===== src/rtl/sspis_pkg.sv =====
// Shared types and constants for the SPI-slave to register-bus bridge.
package sspis_pkg;

    typedef enum logic [2:0] {
        ST_IDLE   = 3'd0,
        ST_CMD    = 3'd1,
        ST_ADDR   = 3'd2,
        ST_WDATA  = 3'd3,
        ST_WR_BUS = 3'd4,
        ST_RD_BUS = 3'd5,
        ST_RDATA  = 3'd6,
        ST_IGNORE = 3'd7
    } state_e;

    localparam logic [7:0]  CMD_WRITE       = 8'h00;
    localparam logic [7:0]  CMD_READ        = 8'h01;
    localparam logic [31:0] RD_TIMEOUT_DATA = 32'hFFFF_FFFF;

    function automatic logic [2:0] sat_inc3(input logic [2:0] v);
        return (v == 3'd7) ? v : v + 3'd1;
    endfunction

endpackage


===== src/rtl/sspis_reg_bridge_if.sv =====
// Register-bus handshake between the SPI bridge (master) and a target (slave).
interface sspis_reg_bridge_if;
    logic        reg_cs;
    logic        reg_wr;
    logic [7:0]  reg_addr;
    logic [31:0] reg_wdata;
    logic [3:0]  reg_be;
    logic [31:0] reg_rdata;
    logic        reg_ack;

    modport master (output reg_cs, reg_wr, reg_addr, reg_wdata, reg_be,
                    input  reg_rdata, reg_ack);
    modport slave  (input  reg_cs, reg_wr, reg_addr, reg_wdata, reg_be,
                    output reg_rdata, reg_ack);
endinterface


===== src/rtl/sspis_sync.sv =====
// Two-flop synchronizers for the SPI pins plus edge detection on sck and ssn.
module sspis_sync (
    input  logic clk,
    input  logic reset,
    input  logic sck,
    input  logic ssn,
    input  logic si,
    output logic sck_rise,
    output logic sck_fall,
    output logic ssn_rise,
    output logic ssn_fall,
    output logic si_s
);
    // Channel 0 is sck (idles low), channel 1 is ssn (idles high).
    localparam logic [1:0] RST_VAL = 2'b10;

    logic [1:0] pin;
    logic [1:0] rise;
    logic [1:0] fall;
    logic [1:0] si_q;

    assign pin = {ssn, sck};

    genvar gi;
    generate
        for (gi = 0; gi < 2; gi++) begin : g_edge
            logic [2:0] sh_q;
            always_ff @(posedge clk) begin
                if (reset) sh_q <= {3{RST_VAL[gi]}};
                else       sh_q <= {sh_q[1:0], pin[gi]};
            end
            assign rise[gi] =  sh_q[1] & ~sh_q[2];
            assign fall[gi] = ~sh_q[1] &  sh_q[2];
        end
    endgenerate

    always_ff @(posedge clk) begin
        if (reset) si_q <= 2'b00;
        else       si_q <= {si_q[0], si};
    end

    assign sck_rise = rise[0];
    assign sck_fall = fall[0];
    assign ssn_rise = rise[1];
    assign ssn_fall = fall[1];
    assign si_s     = si_q[1];
endmodule


===== src/rtl/sspis_reg_bridge.sv =====
// SPI mode-0 slave that turns each framed command into one 32-bit reg-bus access.
module sspis_reg_bridge
    import sspis_pkg::*;
#(
    parameter int DUMMY_BYTES = 1
) (
    input  logic                clk,
    input  logic                reset,
    input  logic                sck,
    input  logic                ssn,
    input  logic                si,
    output logic                so,
    output logic                so_en,
    sspis_reg_bridge_if.master  bus
);
    localparam logic [2:0] FIRST_DATA = 3'(2 + DUMMY_BYTES);

    logic sck_rise, sck_fall, ssn_rise, ssn_fall, si_s;

    sspis_sync u_sync (
        .clk      (clk),
        .reset    (reset),
        .sck      (sck),
        .ssn      (ssn),
        .si       (si),
        .sck_rise (sck_rise),
        .sck_fall (sck_fall),
        .ssn_rise (ssn_rise),
        .ssn_fall (ssn_fall),
        .si_s     (si_s)
    );

    state_e      state_q, state_d;
    logic [2:0]  bit_cnt_q, bit_cnt_d;
    logic [2:0]  byte_cnt_q, byte_cnt_d;
    logic [6:0]  rx_sh_q, rx_sh_d;
    logic [7:0]  tx_sh_q, tx_sh_d;
    logic        is_rd_q, is_rd_d;
    logic        ended_q, ended_d;
    logic [7:0]  addr_sh_q, addr_sh_d;
    logic [23:0] wr_sh_q, wr_sh_d;
    logic [31:0] rd_word_q, rd_word_d;
    logic [31:0] rd_sh_q, rd_sh_d;
    logic        rd_valid_q, rd_valid_d;
    logic        cs_q, cs_d;
    logic        wr_q, wr_d;
    logic [7:0]  addr_q, addr_d;
    logic [31:0] wdata_q, wdata_d;
    logic [7:0]  rx_byte;
    logic [31:0] data_word;

    always_ff @(posedge clk) begin
        if (reset) begin
            state_q    <= ST_IDLE;
            bit_cnt_q  <= '0;
            byte_cnt_q <= '0;
            rx_sh_q    <= '0;
            tx_sh_q    <= '0;
            is_rd_q    <= 1'b0;
            ended_q    <= 1'b0;
            addr_sh_q  <= '0;
            wr_sh_q    <= '0;
            rd_word_q  <= '0;
            rd_sh_q    <= '0;
            rd_valid_q <= 1'b0;
            cs_q       <= 1'b0;
            wr_q       <= 1'b0;
            addr_q     <= '0;
            wdata_q    <= '0;
        end else begin
            state_q    <= state_d;
            bit_cnt_q  <= bit_cnt_d;
            byte_cnt_q <= byte_cnt_d;
            rx_sh_q    <= rx_sh_d;
            tx_sh_q    <= tx_sh_d;
            is_rd_q    <= is_rd_d;
            ended_q    <= ended_d;
            addr_sh_q  <= addr_sh_d;
            wr_sh_q    <= wr_sh_d;
            rd_word_q  <= rd_word_d;
            rd_sh_q    <= rd_sh_d;
            rd_valid_q <= rd_valid_d;
            cs_q       <= cs_d;
            wr_q       <= wr_d;
            addr_q     <= addr_d;
            wdata_q    <= wdata_d;
        end
    end

    always_comb begin
        state_d    = state_q;
        bit_cnt_d  = bit_cnt_q;
        byte_cnt_d = byte_cnt_q;
        rx_sh_d    = rx_sh_q;
        tx_sh_d    = tx_sh_q;
        is_rd_d    = is_rd_q;
        ended_d    = ended_q;
        addr_sh_d  = addr_sh_q;
        wr_sh_d    = wr_sh_q;
        rd_word_d  = rd_word_q;
        rd_sh_d    = rd_sh_q;
        rd_valid_d = rd_valid_q;
        cs_d       = cs_q;
        wr_d       = wr_q;
        addr_d     = addr_q;
        wdata_d    = wdata_q;
        rx_byte    = {rx_sh_q, si_s};
        data_word  = rd_valid_q ? rd_word_q : RD_TIMEOUT_DATA;

        // An ack always closes the bus cycle; a late read ack is simply discarded.
        if (cs_q && bus.reg_ack) begin
            cs_d = 1'b0;
            if (state_q == ST_RD_BUS) begin
                rd_word_d  = bus.reg_rdata;
                rd_valid_d = 1'b1;
                state_d    = ST_RDATA;
            end else if (state_q == ST_WR_BUS) begin
                state_d = ST_IGNORE;
            end
        end

        if (state_q == ST_IDLE) begin
            if (ssn_fall) begin
                state_d    = ST_CMD;
                bit_cnt_d  = '0;
                byte_cnt_d = '0;
                tx_sh_d    = '0;
                ended_d    = 1'b0;
                is_rd_d    = 1'b0;
                rd_valid_d = 1'b0;
            end
        end else if (ended_q || ssn_rise) begin
            // Frame over: leave only once no bus cycle is outstanding.
            ended_d = 1'b1;
            if (!cs_q) state_d = ST_IDLE;
        end else begin
            if (sck_rise) begin
                rx_sh_d   = rx_byte[6:0];
                bit_cnt_d = bit_cnt_q + 3'd1;
                if (bit_cnt_q == 3'd7) begin
                    byte_cnt_d = sat_inc3(byte_cnt_q);
                    case (state_q)
                        ST_CMD: begin
                            if (rx_byte == CMD_WRITE) begin
                                state_d = ST_ADDR;
                            end else if (rx_byte == CMD_READ) begin
                                state_d = ST_ADDR;
                                is_rd_d = 1'b1;
                            end else begin
                                state_d = ST_IGNORE;
                            end
                        end
                        ST_ADDR: begin
                            addr_sh_d = rx_byte;
                            if (is_rd_q) begin
                                cs_d    = 1'b1;
                                wr_d    = 1'b0;
                                addr_d  = rx_byte;
                                state_d = ST_RD_BUS;
                            end else begin
                                state_d = ST_WDATA;
                            end
                        end
                        ST_WDATA: begin
                            wr_sh_d = {wr_sh_q[15:0], rx_byte};
                            if (byte_cnt_q == 3'd5) begin
                                cs_d    = 1'b1;
                                wr_d    = 1'b1;
                                addr_d  = addr_sh_q;
                                wdata_d = {wr_sh_q, rx_byte};
                                state_d = ST_WR_BUS;
                            end
                        end
                        default: ;
                    endcase
                end
            end
            if (sck_fall) begin
                if (bit_cnt_q == 3'd0) begin
                    // Byte boundary: present the MSB of the next outgoing byte.
                    tx_sh_d = 8'h00;
                    if (state_q == ST_RD_BUS || state_q == ST_RDATA) begin
                        if (byte_cnt_q == FIRST_DATA) begin
                            tx_sh_d = data_word[31:24];
                            rd_sh_d = {data_word[23:0], 8'h00};
                            state_d = ST_RDATA;
                        end else if (byte_cnt_q > FIRST_DATA) begin
                            tx_sh_d = rd_sh_q[31:24];
                            rd_sh_d = {rd_sh_q[23:0], 8'h00};
                        end
                    end
                end else begin
                    tx_sh_d = {tx_sh_q[6:0], 1'b0};
                end
            end
        end
    end

    assign so_en         = (state_q != ST_IDLE) && !ended_q;
    assign so            = so_en && tx_sh_q[7];
    assign bus.reg_cs    = cs_q;
    assign bus.reg_wr    = wr_q;
    assign bus.reg_addr  = addr_q;
    assign bus.reg_wdata = wdata_q;
    assign bus.reg_be    = {4{cs_q}};
endmodule


===== src/flat_wrapper.sv =====
// flat-port wrapper written by rule: the top's interface ports become plain ports
module sspis_reg_bridge_flat import sspis_pkg::*;
#(
    parameter int DUMMY_BYTES = 1
)
  (clk, reset, sck, ssn, si, so, so_en, bus_reg_cs, bus_reg_wr, bus_reg_addr, bus_reg_wdata, bus_reg_be, bus_reg_rdata, bus_reg_ack);
  sspis_reg_bridge_if bus_i ();
  input  logic clk;
  input  logic reset;
  input  logic sck;
  input  logic ssn;
  input  logic si;
  output logic so;
  output logic so_en;
  output wire logic [$bits(bus_i.reg_cs)-1:0] bus_reg_cs;
  output wire logic [$bits(bus_i.reg_wr)-1:0] bus_reg_wr;
  output wire logic [$bits(bus_i.reg_addr)-1:0] bus_reg_addr;
  output wire logic [$bits(bus_i.reg_wdata)-1:0] bus_reg_wdata;
  output wire logic [$bits(bus_i.reg_be)-1:0] bus_reg_be;
  input wire logic [$bits(bus_i.reg_rdata)-1:0] bus_reg_rdata;
  input wire logic [$bits(bus_i.reg_ack)-1:0] bus_reg_ack;
  assign bus_reg_cs = bus_i.reg_cs;
  assign bus_reg_wr = bus_i.reg_wr;
  assign bus_reg_addr = bus_i.reg_addr;
  assign bus_reg_wdata = bus_i.reg_wdata;
  assign bus_reg_be = bus_i.reg_be;
  assign bus_i.reg_rdata = bus_reg_rdata;
  assign bus_i.reg_ack = bus_reg_ack;
  sspis_reg_bridge #(.DUMMY_BYTES(DUMMY_BYTES)) u_core (.clk(clk), .reset(reset), .sck(sck), .ssn(ssn), .si(si), .so(so), .so_en(so_en), .bus(bus_i));
endmodule

===== config.mk =====
export PLATFORM = sky130hd
export DESIGN_NAME = sspis_reg_bridge_flat
export DESIGN_NICKNAME = d
export VERILOG_FILES = /design/src/rtl/sspis_pkg.sv /design/src/rtl/sspis_reg_bridge_if.sv /design/src/rtl/sspis_sync.sv /design/src/rtl/sspis_reg_bridge.sv /design/src/flat_wrapper.sv
export SDC_FILE = /design/constraint.sdc
export NUM_CORES = 1
export LEC_CHECK = 0
export BUFFER_PORTS_ARGS = -buffer_cell sky130_fd_sc_hd__buf_2
export CORE_AREA = 2 2 107 119
export CTS_CLUSTER_DIAMETER = 150
export CTS_CLUSTER_SIZE = 20
export DETAILED_ROUTE_END_ITERATION = 10
export DIE_AREA = 0 0 109 121
export PLACE_DENSITY_LB_ADDON = 0.25
export SLEW_MARGIN = 0
export SYNTH_ARGS = -nofsm -noshare
export SYNTH_HDL_FRONTEND = slang
export SYNTH_HIERARCHICAL = 1
export SYNTH_SLANG_ARGS = --single-unit
export TNS_END_PERCENT = 10

===== constraint.sdc =====
create_clock -name clk -period 2.75 [get_ports clk]
set_input_delay 0.1375 -clock clk [delete_from_list [all_inputs] [get_ports clk]]
set_output_delay 0.1375 -clock clk [all_outputs]
set_load 0.1 [all_outputs]

==> metrics.yaml <==
status: "finished clean"
diodes: 0
worst-endpoint-arrival_ns: 2.63
cp.required_ns: 3.04
period_needed_ns: 2.34
nets: 948
postSynthCellCount: 818
seq_area_um2: 3300
path_max_fanout: 24
leakage_nw: 2.99
crit_path_top_delay_cell: "or3b_1"
wirelength_mm: 14.6
post-route-period-util: 0.853
ys_types: 48
start_util: 0.560
wl_per_cell_um: 13.7
netlist_area_um2: 6680
gp_congestion: 0.848
dp_hpwl_mm: 9.39
final_max_slew_viol_count: 0
drc_errors: 0
portBuffers: 85
maxSlewHeadroom: 0.480
cts.sinks: 165
slowest_delay_ns: 0.77
cp_top_family: "simple AND/OR/NAND/NOR gates"
r2r_end: "u_core/rd_sh_q[15]"
grt_pass1_wl_mm: 24.8
cts_root_buffer: "clkbuf_16"
path_clk_slew_ns: 0.06
coreArea_um2: 11900
via_count: 5740
syn2layout_area_growth_pct: 19.6
startpoint: "u_core/state_q[0]"
ant_nets: 0
synthFlopType: "dfxtp_1"
drt_iter0_markers: 252
power_density_nw_per_um2: 593
grt_start_max_net_pins: 64
ios: 86
crit_buf_inv: 0
die_w_um: 109
antenna_found_initial: 0
ff2ff_setup_slack_ns: 0.41
tightest_slew_ns: 0.780
cts_tree: "yes"
hold_violations: 0
drv_cap: 0
num-fill-cells: 990
ys_async_sr_fraction: 0
crit_cells: 5
hp-class: "in -> reg"
ir_drop_v: 0.000393
crit_path_end: "u_core/rd_sh_q[15]"
synth_edf_count: 0
grt-ovfl-total: 0
synth_fp_nets: 863
crit_chain: "or3_1 > nand3_1 > or3b_1 > nand2_1 > a21oi_1"
die_h_um: 121
ys_ff_latch: 165
clk_latency_ns: 0.43
worst-setup-path-type: "reg -> reg"
power_mw: 4.74
yosys_warnings: 6
synth_area_per_cell_um2: 8.16
reg2reg_from: "u_core/state_q[0]"
vias_per_cell: 5.36
timing.fmax_mhz: 426
grt_usage: 0.236
setup_viol: 0
reg2regPathDepth: 5
crit_path_end_kind: "flip-flop"
dr.pass1.iters: 5
finalSetupTns_ns: 0
rsz0062_at_grt: "false"
num_rows: 42
seq_area_frac_synth: 0.495
multiInputGateArea_um2: 3010
grt_pass1_vias: 5502
worst_setup_path_start_kind: "flip-flop"
die_area_um2: 13200
drive_gt1_frac: 0.155
cts_buffer_depth: 2
h-tree-depth: 4
post-cts-setup-buffer-count: 0
finClkSkew_ns: 0.00949
cts_made_buffers: 17
state kept, by name, indices dropped and copies added (netlist names), 6 cells and up:
signal and cells:
u_core/rd_word_q 32, u_core/rd_sh_q 24, u_core/bus.reg_wdata 32, u_core/wr_sh_q 24
u_core/bus.reg_addr 8, u_core/addr_sh_q 8, u_core/u_sync/g_edge.sh_q 6, u_core/rx_sh_q 7
u_core/tx_sh_q 8
cells in the mapped netlist (11+ instances only):
library cell,count,share of area
mux2i_1,16,0.024
nand3_1,22,0.016
inv_1,15,0.0084
a22o_1,15,0.020
clkbuf_1,48,0.027
nand2_1,224,0.13
nand2b_1,14,0.013
a21oi_1,139,0.10
nand3b_1,17,0.019
nor2_1,27,0.015
dfxtp_1,165,0.49
a31oi_1,11,0.010
o211ai_1,16,0.018
worst reg2reg max path, cell delays in order, from the launching register on:
cell	delay, ns
dfxtp_1	0.63
or3_1	0.31
nand3_1	0.23
or3b_1	0.77
nand2_1	0.20
a21oi_1	0.08
worst min path at each step:
stage | start | end | slack (ns) | cells past startpoint
2_1_floorplan | reset | u_core/u_sync/g_edge[0].sh_q[0] | 0.21 | 1
3_3_place_gp | ssn | u_core/u_sync/g_edge[1].sh_q[0] | 0.33 | 2
3_5_place_dp | ssn | u_core/u_sync/g_edge[1].sh_q[0] | 0.33 | 2
4_1_cts | bus_reg_ack | u_core/bus.reg_cs | 0.05 | 4
5_1_grt | bus_reg_ack | u_core/bus.reg_cs | 0.08 | 4
6_report | bus_reg_ack | u_core/bus.reg_cs | 0.06 | 4
report_power, final:
group	internal (mW)	switching (mW)
Sequential	2.40	0.00791
Clock	1.18	1.00
Combinational	0.0677	0.0820
Total	3.64	1.09
what timing repair did:
item / CTS / global route
hold endpoints to repair: 35 / 0
hold buffers: 35 / 0
setup endpoints to repair: 0 / 0
resized for setup: 0 / 0
metal layers:
metal	up-vias	global-route usage	part of all wire
li1	2938	-	-
met1	2647	0.277	0.43
met2	126	0.404	0.50
met3	29	0.0505	0.036
met4	0	0.115	0.025
met5	-	0	0
cell families (layout without fill, tap and decap cells):
group           count (synthesis)  after routing  share of synthesized area
simple gates                  338            338                      0.228
compound gates                209            209                      0.183
flops                         165            165                      0.495
buf+inv                        82            180                     0.0553
mux                            17             17                     0.0257
fa+ha+maj                       7              7                     0.0131
final cells by class:
type | instances | area share
sequential | 165 | 0.414
multi-input combinational | 571 | 0.377
timing repair buffer | 133 | 0.110
clock buffer | 18 | 0.0537
tap | 154 | 0.0241
clock inverter | 14 | 0.0147
inverter | 15 | 0.00705
stage by stage:
stage | cells | utilization | hold WS [ns] | setup WS (ns) | instance area (um2)
floorplan | 818 | - | 0.209 | 0.426 | 6680
global placement | 1003 | 0.594 | 0.325 | 0.540 | 7090
detailed placement | 1003 | 0.594 | 0.333 | 0.437 | 7090
CTS | 1070 | 0.669 | 0.0487 | 0.411 | 7990
global route | 1070 | 0.669 | 0.0765 | 0.182 | 7990
finish | 1070 | 0.669 | 0.0616 | 0.405 | 7990
layout by cell type (no fill, tap or decap), types with 3 or more instances in the layout:
master / count
buf_4: 14
inv_1: 15
or2_2: 4
o21ai_0: 6
inv_6: 4
clkbuf_16: 17
or2_1: 4
nand2_1: 224
nand2b_1: 14
mux2i_1: 16
and2_1: 3
a31oi_1: 11
a22o_1: 15
a21oi_1: 139
dfxtp_1: 165
clkinv_4: 4
nand3_1: 22
buf_2: 84
o211ai_1: 16
nor2b_1: 9
a211oi_1: 8
nand3b_1: 17
ha_1: 7
nor2_1: 25
dlygate4sd3_1: 35
Power figures use the tool's default switching activity.
